[src/rtl/i2c_slave_byte_engine_pkg.sv]
// Shared types for the I2C slave byte engine: transfer direction and FSM state encoding.
package i2c_slave_byte_engine_pkg;

  typedef enum logic {
    DIR_WRITE = 1'b0,
    DIR_READ  = 1'b1
  } DataDirection;

  typedef enum logic [3:0] {
    ST_IDLE      = 4'd0,
    ST_ADDR      = 4'd1,
    ST_ADDR_ACK  = 4'd2,
    ST_RX_DATA   = 4'd3,
    ST_RX_ACK    = 4'd4,
    ST_TX_LOAD   = 4'd5,
    ST_TX_DATA   = 4'd6,
    ST_TX_ACK    = 4'd7,
    ST_WAIT_STOP = 4'd8
  } SlaveStateType;

endpackage

[src/rtl/i2c_bus_condition_detect.sv]
// SCL edge and START/STOP condition detection on pre-synchronized SCL/SDA.
module i2c_bus_condition_detect (
  input  logic clk,
  input  logic rst,
  input  logic i_scl,
  input  logic i_sda,
  output logic o_scl_rise,
  output logic o_scl_fall,
  output logic o_start,
  output logic o_stop
);

  logic r_scl_prev;
  logic r_sda_prev;

  always_ff @(posedge clk or posedge rst) begin
    if (rst) begin
      r_scl_prev <= 1'b1;
      r_sda_prev <= 1'b1;
    end else begin
      r_scl_prev <= i_scl;
      r_sda_prev <= i_sda;
    end
  end

  assign o_scl_rise = i_scl & ~r_scl_prev;
  assign o_scl_fall = ~i_scl & r_scl_prev;
  assign o_start    = i_scl & r_scl_prev & r_sda_prev & ~i_sda;
  assign o_stop     = i_scl & r_scl_prev & ~r_sda_prev & i_sda;

endmodule

[src/rtl/i2c_slave_byte_engine.sv]
// I2C slave byte engine: address match, byte receive/transmit, ACK handling and clock stretching.
module i2c_slave_byte_engine
  import i2c_slave_byte_engine_pkg::*;
#(
  parameter logic GENERAL_CALL_EN = 1'b0
) (
  input  logic       clk,
  input  logic       rst,
  input  logic       scl_in,
  input  logic       sda_in,
  input  logic [6:0] own_address,
  input  logic [7:0] tx_data,
  input  logic       tx_valid,
  output logic       tx_pop,
  output logic [7:0] rx_data,
  output logic       rx_valid,
  output logic       sda_out,
  output logic       scl_out,
  output logic       addressed,
  output logic       rw,
  output logic       busy,
  output logic       nack_received
);

  logic w_scl_rise, w_scl_fall, w_start, w_stop;
  logic w_addr_match;
  logic [7:0] w_shift_in;

  SlaveStateType r_state;
  logic [7:0] r_shift;
  logic [2:0] r_count;
  logic       r_phase;
  logic [7:0] r_rx_data;
  logic       r_rx_valid, r_tx_pop, r_sda_out, r_scl_out;
  logic       r_addressed, r_rw, r_busy, r_nack;

  i2c_bus_condition_detect u_detect (
    .clk        (clk),
    .rst        (rst),
    .i_scl      (scl_in),
    .i_sda      (sda_in),
    .o_scl_rise (w_scl_rise),
    .o_scl_fall (w_scl_fall),
    .o_start    (w_start),
    .o_stop     (w_stop)
  );

  assign w_shift_in   = {r_shift[6:0], sda_in};
  assign w_addr_match = (w_shift_in[7:1] == own_address) ||
                        (GENERAL_CALL_EN && (w_shift_in == 8'h00));

  // r_phase: in ACK states "ACK low is being driven"; in TX_DATA "8th bit clocked";
  // in TX_ACK "master ACK sampled".
  always_ff @(posedge clk or posedge rst) begin
    if (rst) begin
      r_state     <= ST_IDLE;
      r_shift     <= '1;
      r_count     <= '0;
      r_phase     <= 1'b0;
      r_rx_data   <= '0;
      r_rx_valid  <= 1'b0;
      r_tx_pop    <= 1'b0;
      r_sda_out   <= 1'b1;
      r_scl_out   <= 1'b1;
      r_addressed <= 1'b0;
      r_rw        <= 1'b0;
      r_busy      <= 1'b0;
      r_nack      <= 1'b0;
    end else begin
      r_rx_valid <= 1'b0;
      r_tx_pop   <= 1'b0;
      r_nack     <= 1'b0;
      if (w_start) begin
        r_state     <= ST_ADDR;
        r_count     <= '0;
        r_phase     <= 1'b0;
        r_sda_out   <= 1'b1;
        r_scl_out   <= 1'b1;
        r_addressed <= 1'b0;
        r_busy      <= 1'b1;
      end else if (w_stop) begin
        r_state     <= ST_IDLE;
        r_phase     <= 1'b0;
        r_sda_out   <= 1'b1;
        r_scl_out   <= 1'b1;
        r_addressed <= 1'b0;
        r_busy      <= 1'b0;
      end else begin
        case (r_state)
          ST_ADDR: if (w_scl_rise) begin
            r_shift <= w_shift_in;
            r_count <= r_count + 3'd1;
            if (r_count == 3'd7) begin
              if (w_addr_match) begin
                r_rw    <= sda_in;
                r_phase <= 1'b0;
                r_state <= ST_ADDR_ACK;
              end else begin
                r_state <= ST_WAIT_STOP;
              end
            end
          end
          ST_ADDR_ACK, ST_RX_ACK: if (w_scl_fall) begin
            if (!r_phase) begin
              r_sda_out <= 1'b0;
              r_phase   <= 1'b1;
              if (r_state == ST_ADDR_ACK) r_addressed <= 1'b1;
            end else begin
              r_sda_out <= 1'b1;
              r_phase   <= 1'b0;
              r_count   <= '0;
              r_state   <= (r_rw == DIR_READ) ? ST_TX_LOAD : ST_RX_DATA;
            end
          end
          ST_RX_DATA: if (w_scl_rise) begin
            r_shift <= w_shift_in;
            r_count <= r_count + 3'd1;
            if (r_count == 3'd7) begin
              r_rx_data  <= w_shift_in;
              r_rx_valid <= 1'b1;
              r_phase    <= 1'b0;
              r_state    <= ST_RX_ACK;
            end
          end
          ST_TX_LOAD: begin
            if (tx_valid) begin
              r_shift   <= tx_data;
              r_tx_pop  <= 1'b1;
              r_sda_out <= tx_data[7];
              r_scl_out <= 1'b1;
              r_count   <= '0;
              r_phase   <= 1'b0;
              r_state   <= ST_TX_DATA;
            end else begin
              r_scl_out <= 1'b0;
            end
          end
          ST_TX_DATA: begin
            if (w_scl_rise) begin
              r_count <= r_count + 3'd1;
              if (r_count == 3'd7) r_phase <= 1'b1;
            end else if (w_scl_fall) begin
              if (r_phase) begin
                r_sda_out <= 1'b1;
                r_phase   <= 1'b0;
                r_state   <= ST_TX_ACK;
              end else begin
                r_shift   <= {r_shift[6:0], 1'b1};
                r_sda_out <= r_shift[6];
              end
            end
          end
          ST_TX_ACK: begin
            if (w_scl_rise) begin
              if (!sda_in) begin
                r_phase <= 1'b1;
              end else begin
                r_nack  <= 1'b1;
                r_state <= ST_WAIT_STOP;
              end
            end else if (w_scl_fall && r_phase) begin
              r_phase <= 1'b0;
              r_count <= '0;
              r_state <= ST_TX_LOAD;
            end
          end
          default: ;
        endcase
      end
    end
  end

  assign tx_pop        = r_tx_pop;
  assign rx_data       = r_rx_data;
  assign rx_valid      = r_rx_valid;
  assign sda_out       = r_sda_out;
  assign scl_out       = r_scl_out;
  assign addressed     = r_addressed;
  assign rw            = r_rw;
  assign busy          = r_busy;
  assign nack_received = r_nack;

endmodule

[config.mk]
export PLATFORM = sky130hd
export DESIGN_NAME = i2c_slave_byte_engine
export DESIGN_NICKNAME = d
export VERILOG_FILES = /design/src/rtl/i2c_slave_byte_engine_pkg.sv /design/src/rtl/i2c_bus_condition_detect.sv /design/src/rtl/i2c_slave_byte_engine.sv
export SDC_FILE = /design/constraint.sdc
export NUM_CORES = 1
export LEC_CHECK = 0
export ABC_CLOCK_PERIOD_IN_PS = 2900
export BUFFER_PORTS_ARGS = -buffer_cell sky130_fd_sc_hd__buf_2
export CORE_MARGIN = 5
export CORE_UTILIZATION = 55
export DETAILED_ROUTE_END_ITERATION = 6
export PLACE_DENSITY = 0.75
export SLEW_MARGIN = 30
export SYNTH_ARGS = -nofsm -noshare
export SYNTH_HDL_FRONTEND = slang
export SYNTH_SLANG_ARGS = --single-unit
[constraint.sdc]
create_clock -name clk -period 2.9 [get_ports clk]
set_input_delay 0.58 -clock clk [delete_from_list [all_inputs] [get_ports clk]]
set_output_delay 0.58 -clock clk [all_outputs]
set_load 0.03 [all_outputs]
==> metrics.yaml, run 1 <==
sw_frac_of_total_pct: 34.9
switchingPower_mw: 0.463
clock_latency_ps: 280
grt_pass1_vias: 1743
first_pass_iters: 4
io_buffers: 35
num_rows: 22
crit_arrival_ps: 2550
p_seq_share_pct: 52.2
initial_utilization_pct: 56.1
synth_area_mm2: 0.00204
yosys-mux-area-fraction_pct: 11.7
diodes: 0
clock_sinks: 33
synth_warnings: 0
synth_edf_count: 0
max_slew.worst_pin.slew_ps: 718
numCtsBuffers: 5
p_int_mw: 0.866
synth_fa_ha_area_share_pct: 1.23
max_cap_violations: 0
place_congestion: 0.955
irDropWorstVdd_mv: 0.361
overflow: 0
die_h_um: 70.9
drc_errors: 0
total_power_mw: 1.33
final_nets: 271
crit_chain: "nor2b_1, and2_1, nor2b_1, a221o_1, mux2i_1, nand2_1"
setup_violations: 0
synthesis.nets: 239
hold_violations: 0
cts_hold_buf: 0
dp_hpwl_um: 3650
period_minus_slack_ps: 2340
synth-simple-area-share_pct: 18.7
synth_top_flop_cell: "dfrtp_1"
antenna_found_initial: 0
vias: 1765
ys_seq_elements: 33
synth-async-reset-ratio_pct: 100
fillCellCount: 349
hp-class: "in2async"
final_common_cell: "buf_2"
via_per_inst: 5.92
crit_path_end_kind: "flip-flop"
startpoint_type: "flip-flop"
clkTransAtPathRegs_ps: 70
r2r_setup_slack_ps: 560
critPathBufInv: 0
synth_xor_area_share_pct: 3.87
ctsResizeCount: 0
reg2regPathDepth: 6
area_growth_pct: 13.7
finalMaxSlewViolations: 0
cts_tree: "done"
cp_num_cells: 6
cpPeakStageDelay_ps: 810
worst_clock_skew_ps: 4.52
wl_per_cell_um: 16.9
mostFrequentLayoutCells: "36 x buf_2, 22 x dfrtp_1, 19 x nand2_1"
critPathRequiredTime_ps: 3110
die_area_mm2: 0.00503
ant_nets: 0
routed_wl_um: 5040
relSlewSlack_pct: 52.1
cts-root-buf: "clkbuf_8"
min_period_over_period_pct: 80.9
rsz0062_at_grt: "false"
syn_inst: 217
drt_iter0_markers: 203
drive_gt1_share_pct: 29.6
avgSynthCellArea_um2: 9.40
grt_usage_pct: 21.2
leakagePower_nw: 1.04
grt_max_degree: 27
core_area_mm2: 0.00363
htree_levels: 2
synth_cell_type_count: 50
max_freq_ghz: 0.426
synth_top_family_by_area: "compound AO/OA/AOI/OAI gates"
critPathSlowestCell: "dfrtp_1"
crit_fanout: 25
critPathKind: "reg2reg"
outcome: "completed"
seq_area_frac_synth_pct: 41.2
cp_common_cell: "nor2b_1"
die_w_um: 70.9
post-cts-setup-buffers: 0
ctsLongestPathBuffers: 2
grt_pass1_wl_um: 8360
synth-compound-area-share_pct: 19.2
finalSetupTns_ps: 0
cpLargestDelayFamily: "simple AND/OR/NAND/NOR gates"
clockPowerShare_pct: 25.1
power_density_mw_per_mm2: 573
combPwrFrac_pct: 22.7
ioPinCount: 36
layout make-up:
cell class	count	area (um2)	area share (%)
well taps	48	60.1	2.59
clock buffers	6	72.6	3.13
repair buffers	39	203	8.74
inverters	5	18.8	0.809
clock inverters	2	10.0	0.432
flip-flops and latches	33	840	36.2
multi-input cells	165	1120	48.1
state kept, by name, summed over array words and instances (netlist names):
name and cells:
busy 1, scl_out 1, r_state 4, r_phase 1, sda_out 1, rw 1, tx_pop 1, addressed 1
r_count 3, rx_valid 1, nack_received 1, u_detect.r_scl_prev 1, r_shift 7, u_detect.r_sda_prev 1, rx_data 8
worst register-to-register path: cells and delay by family, from the launching register on:
kind,cells,cell delay [ps]
DFF,1,810
AOI/OAI and AO/OA,1,270
muxes,1,130
and+or+nand+nor,4,1060
path summary, 6_finish.rpt:
kind / start / end
max: r_state[0] / sda_out
min: rst / addressed
max reg2reg: r_state[0] / sda_out
min reg2reg: r_shift[0] / r_shift[0]
max in group asynchronous: rst / r_shift[4]
min in group clk: scl_in / u_detect.r_scl_prev
stage by stage:
| step | setup slack (ps) | utilization, % | hold slack, ps | instance area [um2] | std cells |
|---|---|---|---|---|---|
| 6_report | 555 | 63.8 | 240 | 2320 | 298 |
| 5_1_grt | 363 | 63.8 | 264 | 2320 | 298 |
| 4_1_cts | 548 | 63.7 | 250 | 2310 | 297 |
| 3_5_place_dp | 539 | 61.4 | 489 | 2230 | 289 |
| 3_3_place_gp | 624 | 61.4 | 483 | 2230 | 289 |
| 2_1_floorplan | 851 | - | 463 | 2040 | 217 |
synth_stat cells, types with 2 or more instances:
master	count	area (um2)
dfrtp_1	22	551
nand2_1	19	71.3
nor2_1	18	67.6
o21ai_0	14	70.1
dfstp_2	11	289
buf_2	10	50.1
mux2_2	10	113
mux2i_1	10	100
a21oi_1	8	40.0
a31oi_1	7	43.8
nor3_1	7	35.0
inv_1	5	18.8
nand3_1	5	25.0
nor2b_1	5	31.3
xnor2_1	5	43.8
and2_1	4	25.0
xor2_1	4	35.0
a211o_1	3	26.3
a22o_1	3	26.3
a22oi_1	3	22.5
clkbuf_1	3	11.3
nand2b_1	3	18.8
nand4_1	3	18.8
o21ai_1	3	15.0
and2b_1	2	15.0
ha_1	2	25.0
o211ai_1	2	15.0
o21bai_1	2	15.0
o22ai_1	2	12.5
or2_2	2	12.5
kinds of logic after synthesis:
group	count (synthesis)
and+or+nand+nor	76
buffers and inverters	19
xor gates and xnor gates	9
muxes	22
DFF	33
adders and majority gates	2
AOI/OAI and AO/OA	56
metal layers:
metal / wire, um / track usage, %
met1: 2090 / 27.4
met2: 2440 / 33.8
met3: 367 / 5.40
met4: 150 / 8.77
met5: 0 / 0
power groups by stage:
stage | Clock, mW | Combinational, mW | Sequential, mW
after floorplan | 0 | 0.261 | 0.637
final | 0.334 | 0.301 | 0.694
after detailed placement | 0 | 0.302 | 0.697
after global placement | 0 | 0.287 | 0.694
after CTS | 0.340 | 0.301 | 0.692
after global routing | 0.358 | 0.343 | 0.709
Power figures use the tool's default switching activity.
==> run 2: changes to the inputs <==
--- a/config.mk
+++ b/config.mk
@@ -5,7 +5,7 @@
 export SDC_FILE = /design/constraint.sdc
 export NUM_CORES = 1
 export LEC_CHECK = 0
-export ABC_CLOCK_PERIOD_IN_PS = 2900
+export ABC_CLOCK_PERIOD_IN_PS = 2400
 export BUFFER_PORTS_ARGS = -buffer_cell sky130_fd_sc_hd__buf_2
 export CORE_MARGIN = 5
 export CORE_UTILIZATION = 55
==> constraint.sdc (replaced) <==
create_clock -name clk -period 2.4 [get_ports clk]
set_input_delay 0.48 -clock clk [delete_from_list [all_inputs] [get_ports clk]]
set_output_delay 0.48 -clock clk [all_outputs]
set_load 0.03 [all_outputs]
==> metrics.yaml, run 2 (same netlist as run 1, synthesis figures left out) <==
cts_tree: "done"
irDropWorstVdd_mv: 0.509  # +41%
cpPeakStageDelay_ps: 620  # -190 ps
grt_usage_pct: 21.4  # +0.25 points
cts_hold_buf: 0  # unchanged
core_area_mm2: 0.00363  # unchanged
numCtsBuffers: 5  # unchanged
first_pass_iters: 4  # unchanged
register_area_um2: 840  # unchanged
initial_utilization_pct: 56.1  # unchanged
final_nets: 277  # +2.2%
via_per_inst: 5.88  # -0.64%
place_area_mm2: 0.00228  # +2.4%
routed_wl_um: 5080  # +0.81%
startpoint_type: "flip-flop"
ioPinCount: 36  # unchanged
place_congestion: 0.954  # -0.13%
max_slew.worst_pin.slew_ps: 648  # -70.2 ps
clock_sinks: 33  # unchanged
grt_max_degree: 34  # +26%
io_buffers: 35  # unchanged
largest_register_ffs: 8  # unchanged
final_common_cell: "buf_2"
r2r_setup_slack_ps: 190  # -360 ps
critPathRequiredTime_ps: 2570  # -540 ps
dp_hpwl_um: 3670  # +0.57%
die_area_mm2: 0.00503  # unchanged
rr_startpoint: "r_state[0]"
worst_clock_skew_ps: 5.82  # +1.30 ps
critPathSlowestCell: "dfrtp_1"
clock_latency_ps: 290  # about the same
outcome: "completed"
cts-root-buf: "clkbuf_8"
total_power_mw: 1.77  # +33%
die_w_um: 70.9  # unchanged
hold_violations: 0  # unchanged
wl_per_cell_um: 16.7  # -1.2%
drc_errors: 0  # unchanged
relSlewSlack_pct: 56.8  # +4.7 points
crit_arrival_ps: 2380  # -170 ps
r2r_end: "r_state[0]"
ctsResizeCount: 0  # unchanged
rsz0062_at_grt: "false"
critPathKind: "reg2reg"
multiInputGateArea_mm2: 0.00112  # unchanged
post-cts-setup-buffers: 0  # unchanged
htree_levels: 2  # unchanged
die_h_um: 70.9  # unchanged
overflow: 0  # unchanged
ant_nets: 0  # unchanged
max_freq_ghz: 0.453  # +6.1%
ctsLongestPathBuffers: 2  # unchanged
fin_area_mm2: 0.00240  # +3.5%
period_minus_slack_ps: 2210  # -136 ps
leakagePower_nw: 1.08  # +4.4%
drive_gt1_share_pct: 31.3  # +1.7 points
fillCellCount: 312  # -11%
vias: 1789  # +1.4%
mostFrequentLayoutCells: "35 x buf_2, 22 x dfrtp_1, 19 x nand2_1"
crit_fanout: 21  # -16%
power_density_mw_per_mm2: 737  # +29%
hp-class: "in2async"
finalSetupTns_ps: 0  # unchanged
max_cap_violations: 0  # unchanged
setup_violations: 0  # unchanged
min_period_over_period_pct: 92.0  # +11 points
antenna_found_initial: 0  # unchanged
drt_iter0_markers: 151  # -26%
crit_chain: "nor2b_1, and3_1, a2111oi_4, a21o_1, and2_4, mux2_4"
area_growth_pct: 17.7
holdWs_ps: 268  # +28.5 ps
final_util_pct: 66.1  # +2.2 points
grt_pass1_vias: 1710  # -1.9%
crit_path_end_kind: "flip-flop"
grt_pass1_wl_um: 8450  # +1.1%
finalMaxSlewViolations: 0  # unchanged
diodes: 0  # unchanged
num_rows: 22  # unchanged
reg2regPathDepth: 6  # unchanged
clkTransAtPathRegs_ps: 70  # about the same
[run 2: worst max path at each step]
stage | startpoint | endpoint | slack [ps] | depth (start not counted)
6_report | r_state[0] | r_state[0] | 190 | 6
5_1_grt | r_state[0] | r_state[0] | 100 | 6
4_1_cts | r_state[0] | r_state[0] | 240 | 6
3_5_place_dp | r_state[0] | r_state[0] | 250 | 6
3_3_place_gp | r_state[0] | r_state[0] | 290 | 6
2_1_floorplan | r_count[0] | r_state[0] | 370 | 8
[run 2: worst max-delay path, delay by kind of cell (launching register included)]
family	cells	cell delay, ps
DFF	1	620
muxes	1	290
AOI/OAI and AO/OA	2	490
and+or+nand+nor	3	690
[run 2: per-stage QoR]
stage	worst slack (ps)	std cells
after global placement	292	296
final	191	304
after detailed placement	255	296
after global routing	102	304
after floorplan	373	217
after CTS	240	304
[run 2: area by class of cell]
cell class / count / area share, %
clock inverters: 1 / 1.25
multi-input cells: 165 / 46.5
flip-flops and latches: 33 / 35.0
clock buffers: 7 / 3.60
well taps: 48 / 2.50
inverters: 5 / 0.782
repair buffers: 45 / 10.4
[run 2: report_power, final]
group,internal [mW],switching (mW),leakage [nW]
Combinational,0.187,0.221,0.612
Clock,0.338,0.202,0.0585
Sequential,0.676,0.145,0.413
[run 2: layer usage]
layer	part of all wire, %	vias up	track usage [%]
met4	1.4	0	7.72
met2	50	67	34.4
met3	5.7	9	5.82
met5	0	-	0
li1	-	852	-
met1	42	861	27.8
